## src/rtl/trigger_network_sync_if.sv

```systemverilog
`default_nettype none
// =============================================================================
// Module   : trigger_network_sync_if
// Purpose  : ap_* handshake, per-trigger status and broadcast bundle of
//            trigger_network_sync; TRIGGER_NETWORK_CYCLE_COUNT_EN adds run_cycles.
// Revision : 1.0
// =============================================================================
interface trigger_network_sync_if #(
  parameter int NUM_ACTORS = 4
);
  logic                  ap_start;
  logic                  ap_done;
  logic                  ap_idle;
  logic                  ap_ready;
  logic [NUM_ACTORS-1:0] trig_sleep;
  logic [NUM_ACTORS-1:0] trig_sync_sleep;
  logic [NUM_ACTORS-1:0] trig_waited;
  logic [NUM_ACTORS-1:0] trig_idle;
  logic [NUM_ACTORS-1:0] trig_done;
  logic                  trig_start;
  logic                  all_sleep;
  logic                  all_sync_sleep;
  logic                  all_waited;
`ifdef TRIGGER_NETWORK_CYCLE_COUNT_EN
  logic [31:0]           run_cycles;
`endif

  // The network sync block itself.
  modport slave (
    input  ap_start, trig_sleep, trig_sync_sleep, trig_waited, trig_idle, trig_done,
`ifdef TRIGGER_NETWORK_CYCLE_COUNT_EN
    output run_cycles,
`endif
    output ap_done, ap_idle, ap_ready, trig_start, all_sleep, all_sync_sleep, all_waited
  );

  // The host plus the attached triggers.
  modport master (
    output ap_start, trig_sleep, trig_sync_sleep, trig_waited, trig_idle, trig_done,
`ifdef TRIGGER_NETWORK_CYCLE_COUNT_EN
    input  run_cycles,
`endif
    input  ap_done, ap_idle, ap_ready, trig_start, all_sleep, all_sync_sleep, all_waited
  );
endinterface
`default_nettype wire

```

## src/rtl/trigger_network_sync.sv

```systemverilog
`default_nettype none
// =============================================================================
// Module   : trigger_network_sync
// Purpose  : Network-level start/done sequencer and sleep/sync/wait broadcast
//            for the per-actor trigger FSMs. Macro TRIGGER_NETWORK_CYCLE_COUNT_EN
//            adds a saturating START+RUN cycle counter (run_cycles).
// Revision : 1.0
// =============================================================================
module trigger_network_sync #(
  parameter int NUM_ACTORS = 4
) (
  input  logic                 ap_clk,
  input  logic                 ap_rst_n,
  trigger_network_sync_if.slave bus
);

  typedef enum logic [1:0] {
    S_IDLE  = 2'd0,
    S_START = 2'd1,
    S_RUN   = 2'd2,
    S_DONE  = 2'd3
  } state_e;

  state_e                state_q, state_d;
  logic [NUM_ACTORS-1:0] started_mask_q, started_mask_d;
  logic                  trig_start_q, trig_start_d;
  logic                  ap_done_q, ap_done_d;
  logic                  ap_idle_q, ap_idle_d;
  logic                  red_sleep_q, red_sleep_d;
  logic                  red_sync_q, red_sync_d;
  logic                  red_wait_q, red_wait_d;
`ifdef TRIGGER_NETWORK_CYCLE_COUNT_EN
  localparam logic [31:0] C_RUN_CYCLES_MAX = 32'hFFFF_FFFF;
  logic [31:0]           run_cycles_q, run_cycles_d;
`endif

  always_comb begin
    state_d        = state_q;
    started_mask_d = started_mask_q;
    case (state_q)
      S_IDLE: begin
        if (bus.ap_start) state_d = S_START;
      end
      S_START: begin
        // A trigger that already left idle and then finished must still count.
        started_mask_d = started_mask_q | ~bus.trig_idle;
        if (&started_mask_d) state_d = S_RUN;
      end
      S_RUN: begin
        if (&bus.trig_done) state_d = S_DONE;
      end
      S_DONE: begin
        started_mask_d = '0;
        state_d        = S_IDLE;
      end
      default: begin
        started_mask_d = '0;
        state_d        = S_IDLE;
      end
    endcase

    trig_start_d = (state_d == S_START);
    ap_done_d    = (state_d == S_DONE);
    ap_idle_d    = (state_d == S_IDLE);

    red_sleep_d  = &bus.trig_sleep;
    red_sync_d   = &bus.trig_sync_sleep;
    red_wait_d   = &bus.trig_waited;
  end

`ifdef TRIGGER_NETWORK_CYCLE_COUNT_EN
  always_comb begin
    run_cycles_d = run_cycles_q;
    if ((state_q == S_IDLE) && bus.ap_start) begin
      run_cycles_d = '0;
    end else if (((state_q == S_START) || (state_q == S_RUN)) &&
                 (run_cycles_q != C_RUN_CYCLES_MAX)) begin
      run_cycles_d = run_cycles_q + 32'd1;
    end
  end
`endif

  always_ff @(posedge ap_clk or negedge ap_rst_n) begin
    if (!ap_rst_n) begin
      state_q        <= S_IDLE;
      started_mask_q <= '0;
      trig_start_q   <= 1'b0;
      ap_done_q      <= 1'b0;
      ap_idle_q      <= 1'b1;
      red_sleep_q    <= 1'b0;
      red_sync_q     <= 1'b0;
      red_wait_q     <= 1'b0;
`ifdef TRIGGER_NETWORK_CYCLE_COUNT_EN
      run_cycles_q   <= '0;
`endif
    end else begin
      state_q        <= state_d;
      started_mask_q <= started_mask_d;
      trig_start_q   <= trig_start_d;
      ap_done_q      <= ap_done_d;
      ap_idle_q      <= ap_idle_d;
      red_sleep_q    <= red_sleep_d;
      red_sync_q     <= red_sync_d;
      red_wait_q     <= red_wait_d;
`ifdef TRIGGER_NETWORK_CYCLE_COUNT_EN
      run_cycles_q   <= run_cycles_d;
`endif
    end
  end

  assign bus.trig_start = trig_start_q;
  assign bus.ap_done    = ap_done_q;
  assign bus.ap_ready   = ap_done_q;
  assign bus.ap_idle    = ap_idle_q;

  // Gated by the registered state so nothing can leave sleep before RUN.
  assign bus.all_sleep      = red_sleep_q & (state_q == S_RUN);
  assign bus.all_sync_sleep = red_sync_q  & (state_q == S_RUN);
  assign bus.all_waited     = red_wait_q  & (state_q == S_RUN);

`ifdef TRIGGER_NETWORK_CYCLE_COUNT_EN
  assign bus.run_cycles = run_cycles_q;
`endif

endmodule
`default_nettype wire
```

## src/flat_wrapper.sv

```systemverilog
// flat-port wrapper written by rule: the top's interface ports become plain ports
module trigger_network_sync_flat 
#(
  parameter int NUM_ACTORS = 4
)
  (ap_clk, ap_rst_n, bus_ap_start, bus_trig_sleep, bus_trig_sync_sleep, bus_trig_waited, bus_trig_idle, bus_trig_done, bus_ap_done, bus_ap_idle, bus_ap_ready, bus_trig_start, bus_all_sleep, bus_all_sync_sleep, bus_all_waited);
  trigger_network_sync_if #(.NUM_ACTORS(NUM_ACTORS)) bus_i ();
  input  logic ap_clk;
  input  logic ap_rst_n;
  input wire logic [$bits(bus_i.ap_start)-1:0] bus_ap_start;
  input wire logic [$bits(bus_i.trig_sleep)-1:0] bus_trig_sleep;
  input wire logic [$bits(bus_i.trig_sync_sleep)-1:0] bus_trig_sync_sleep;
  input wire logic [$bits(bus_i.trig_waited)-1:0] bus_trig_waited;
  input wire logic [$bits(bus_i.trig_idle)-1:0] bus_trig_idle;
  input wire logic [$bits(bus_i.trig_done)-1:0] bus_trig_done;
  output wire logic [$bits(bus_i.ap_done)-1:0] bus_ap_done;
  output wire logic [$bits(bus_i.ap_idle)-1:0] bus_ap_idle;
  output wire logic [$bits(bus_i.ap_ready)-1:0] bus_ap_ready;
  output wire logic [$bits(bus_i.trig_start)-1:0] bus_trig_start;
  output wire logic [$bits(bus_i.all_sleep)-1:0] bus_all_sleep;
  output wire logic [$bits(bus_i.all_sync_sleep)-1:0] bus_all_sync_sleep;
  output wire logic [$bits(bus_i.all_waited)-1:0] bus_all_waited;
  assign bus_i.ap_start = bus_ap_start;
  assign bus_i.trig_sleep = bus_trig_sleep;
  assign bus_i.trig_sync_sleep = bus_trig_sync_sleep;
  assign bus_i.trig_waited = bus_trig_waited;
  assign bus_i.trig_idle = bus_trig_idle;
  assign bus_i.trig_done = bus_trig_done;
  assign bus_ap_done = bus_i.ap_done;
  assign bus_ap_idle = bus_i.ap_idle;
  assign bus_ap_ready = bus_i.ap_ready;
  assign bus_trig_start = bus_i.trig_start;
  assign bus_all_sleep = bus_i.all_sleep;
  assign bus_all_sync_sleep = bus_i.all_sync_sleep;
  assign bus_all_waited = bus_i.all_waited;
  trigger_network_sync #(.NUM_ACTORS(NUM_ACTORS)) u_core (.ap_clk(ap_clk), .ap_rst_n(ap_rst_n), .bus(bus_i));
endmodule
```

## config.mk

```make
export PLATFORM = sky130hd
export DESIGN_NAME = trigger_network_sync_flat
export DESIGN_NICKNAME = d
export VERILOG_FILES = /design/src/rtl/trigger_network_sync_if.sv /design/src/rtl/trigger_network_sync.sv /design/src/flat_wrapper.sv
export SDC_FILE = /design/constraint.sdc
export NUM_CORES = 1
export LEC_CHECK = 0
export ABC_AREA = 1
export BUFFER_PORTS_ARGS = -buffer_cell sky130_fd_sc_hd__buf_2
export CAP_MARGIN = 10
export CELL_PAD_IN_SITES_DETAIL_PLACEMENT = 2
export CELL_PAD_IN_SITES_GLOBAL_PLACEMENT = 2
export CORE_UTILIZATION = 24
export CTS_CLUSTER_DIAMETER = 40
export DETAILED_ROUTE_END_ITERATION = 8
export GPL_ROUTABILITY_DRIVEN = 0
export PLACE_DENSITY_LB_ADDON = 0.08
export SETUP_SLACK_MARGIN = 0.3
export SLEW_MARGIN = 10
export SYNTH_ARGS = -nofsm -noshare
export SYNTH_HDL_FRONTEND = slang
export SYNTH_SLANG_ARGS = --single-unit
```

## constraint.sdc

```tcl
create_clock -name ap_clk -period 2.07 [get_ports ap_clk]
set_input_delay 0.1035 -clock ap_clk [delete_from_list [all_inputs] [get_ports ap_clk]]
set_output_delay 0.1035 -clock ap_clk [all_outputs]
set_load 0.005 [all_outputs]
```

==> results.json <==
{
  "nets": 125,
  "whs_ns": 0.0362,
  "wire_per_inst_um": 10.5,
  "comb_power_share_pct": 36.9,
  "crit_path_start_kind": "register",
  "diodes": 0,
  "clkPwrFrac_pct": 21.3,
  "skew_ns": 0.00346,
  "clk_pin_slew_ns": 0.08,
  "die_x_um": 50.9,
  "final_max_slew_viol_count": 0,
  "finalHoldViolations": 0,
  "critical_path_class": "register to primary output",
  "synth-compound-area-share_pct": 6.33,
  "synthArstFlopShare_pct": 100,
  "grt_pass1_vias": 577,
  "clock_sinks": 12,
  "synth_edf_count": 0,
  "critPathBufInv": 2,
  "p_int_uw": 551,
  "drt_pre_antenna_iters": 2,
  "num-fill-cells": 280,
  "antenna_left": 0,
  "path_common_cell": "nor2_1",
  "switching_share_pct": 36.9,
  "syn_area_per_cell_um2": 8.31,
  "maxCapViolCount": 0,
  "cp_cell_sequence": "nor2_1 > inv_1 > nor2_1 > buf_2",
  "synthAdderAreaFrac_pct": 0,
  "area_growth_pct": 36.2,
  "vias": 555,
  "reg2reg_setup_slack_ns": 0.98,
  "grt_use_total_pct": 12.5,
  "fin_crit_ns": 1.37,
  "critPathMaxStageDelay_ns": 0.50,
  "total_power_uw": 874,
  "yosys.area_share.simple_pct": 29.9,
  "cts_tree": "built",
  "die_area_um2": 2590,
  "totalWireLength_mm": 1.35,
  "leakagePower_uw": 0.000436,
  "ys_seq_area_share_pct": 52.6,
  "tightest_slew_ns": 0.314,
  "power_frac_seq_pct": 41.9,
  "cts_buffers": 3,
  "path_max_fanout": 11,
  "drive_gt1_share_pct": 45.5,
  "setup_viol": 0,
  "synthXorXnorAreaFrac_pct": 0,
  "antenna_found_initial": 0,
  "io-pin-count": 30,
  "ir_worst_vdd_mv": 0.413,
  "final_util_pct": 35.0,
  "power_density_nw_per_um2": 1120,
  "arrival_ns": 1.26,
  "holdCritPathClass": "input port to register",
  "die_y_um": 50.9,
  "crit_required_ns": 1.97,
  "start_util_pct": 25.7,
  "clkLatencyLatePin_ns": 0.27,
  "drcViolationCount": 0,
  "grt_pass1_wl_mm": 2.35,
  "placed_cell_area_um2": 734,
  "synth_area_leaders": "dfrtp_1 (48%), nand2_1 (9.8%), nor2_1 (6.6%), inv_1 (5.9%), nand2_2 (5.5%)",
  "synth_top_family_by_area": "simple AND/OR/NAND/NOR gates",
  "post-route-period-util_pct": 66.1,
  "final_area_um2": 781,
  "htree_levels": 1,
  "end_kind": "primary output",
  "cp_top_family": "flip-flops",
  "power_switching_uw": 323,
  "slew_headroom_pct": 79.0,
  "synthTopCellsByCount": "nand2_1 (15), dfrtp_1 (11), nor2_1 (10), inv_1 (9), nand2_2 (5)",
  "tns_ns": 0,
  "syn_nets": 92,
  "synth_cell_types": 14,
  "coreArea_um2": 2230,
  "crit_slowest_cell": "dfrtp_1",
  "grt_max_degree": 13,
  "synthMuxAreaShare_pct": 0,
  "synthesis.area_um2": 573,
  "viasPerCell": 4.30,
  "grt-ovfl-total": 0,
  "synth_flop_cell": "dfrtp_1",
  "cts.repair.resized": 0,
  "fmax_mhz": 731,
  "synth_top_area_cell": "dfrtp_1",
  "yosys_warnings": 0,
  "drt_iter0_drc": 1,
  "cts-root-buf": "clkbuf_4",
  "num_rows": 17,
  "status": "completed",
  "cts_buffer_depth": 2,
  "hpwl_mm": 1.13,
  "yosys.area.top_type_share_pct": 48.0,
  "port_buffers": 29,
  "syn_inst": 69,
  "synth.most_common_cell": "nand2_1",
  "synth_seq_cells": 12,
  "rsz0062_at_grt": "false"
}
-- area by class of cell --
cell class                      instances  area (um^2)  share of cell area (%)
Timing Repair Buffer                   30          155                    19.9
Sequential cell                        12          302                    38.6
Clock buffer                            4         36.3                    4.65
Multi-Input combinational cell         43          208                    26.6
Inverter                               12         45.0                    5.77
Tap cell                               28         35.0                    4.49
-- worst min-delay path: cells and delay by family --
| kind | cells | cell delay, ns |
|---|---|---|
| simple gates | 2 | 0.07 |
| buf+inv | 1 | 0.10 |
-- registers in the layout, indices dropped and copies added, names as in the netlist --
register	flops
u_core.bus.ap_done	1
u_core.bus.ap_idle	1
u_core.bus.trig_start	1
u_core.red_sleep_q	1
u_core.red_sync_q	1
u_core.red_wait_q	1
u_core.started_mask_q	4
u_core.state_q	2
-- final timing paths --
check                                    startpoint                        to  cells after the start
max in group asynchronous                  ap_rst_n        u_core.bus.ap_idle                      2
min in group asynchronous                  ap_rst_n  u_core.started_mask_q[2]                      2
max                               u_core.state_q[0]        bus_all_sync_sleep                      4
max reg2reg                       u_core.state_q[0]     u_core.bus.trig_start                      5
min                              bus_trig_waited[3]         u_core.red_wait_q                      3
min reg2reg                u_core.started_mask_q[3]  u_core.started_mask_q[3]                      2
-- stage by stage --
stage                     worst slack (ns)  instances
final                                0.703        129
after global routing                 0.547        129
after CTS                            0.664        129
after detailed placement             0.972        124
after global placement               0.991        124
after floorplan                       1.14         69
-- kinds of logic after synthesis --
kind of cell,after synthesis
AOI/OAI and AO/OA,5
buffers and inverters,14
DFF,12
and+or+nand+nor,38
-- timing repair --
action / CTS / global route
setup endpoints to repair: 0 / 0
buffers inserted: 0 / 0
hold buffers: 1 / 0
endpoints found under the hold margin: 12 / 0
-- per-layer routing --
layer	track usage, %	routed length (um)	up-vias
li1	-	-	267
met4	2.78	0	0
met1	13.4	529	268
met2	22.7	733	20
met5	0	0	-
met3	5.36	88	0
-- power by group through the flow --
stage / combinational (uW) / clock (uW) / sequential, uW
finish: 322 / 186 / 366
global route: 373 / 206 / 377
CTS: 336 / 197 / 368
detailed placement: 327 / 0 / 374
global placement: 310 / 0 / 366
floorplan: 264 / 0 / 349
-- cells in the final DEF (no fill, tap or decap) --
cell type / instances
nand3b_1: 1
clkbuf_4: 3
nand3_1: 4
inv_1: 9
o21ai_4: 1
inv_2: 3
nor2_1: 10
dlygate4sd3_1: 1
o21ai_0: 4
dfrtp_1: 11
clkbuf_8: 1
nand2_1: 15
nand2_2: 5
dfstp_2: 1
buf_2: 29
nor2_2: 3
Note: power is estimated with default switching activity, not from simulation.
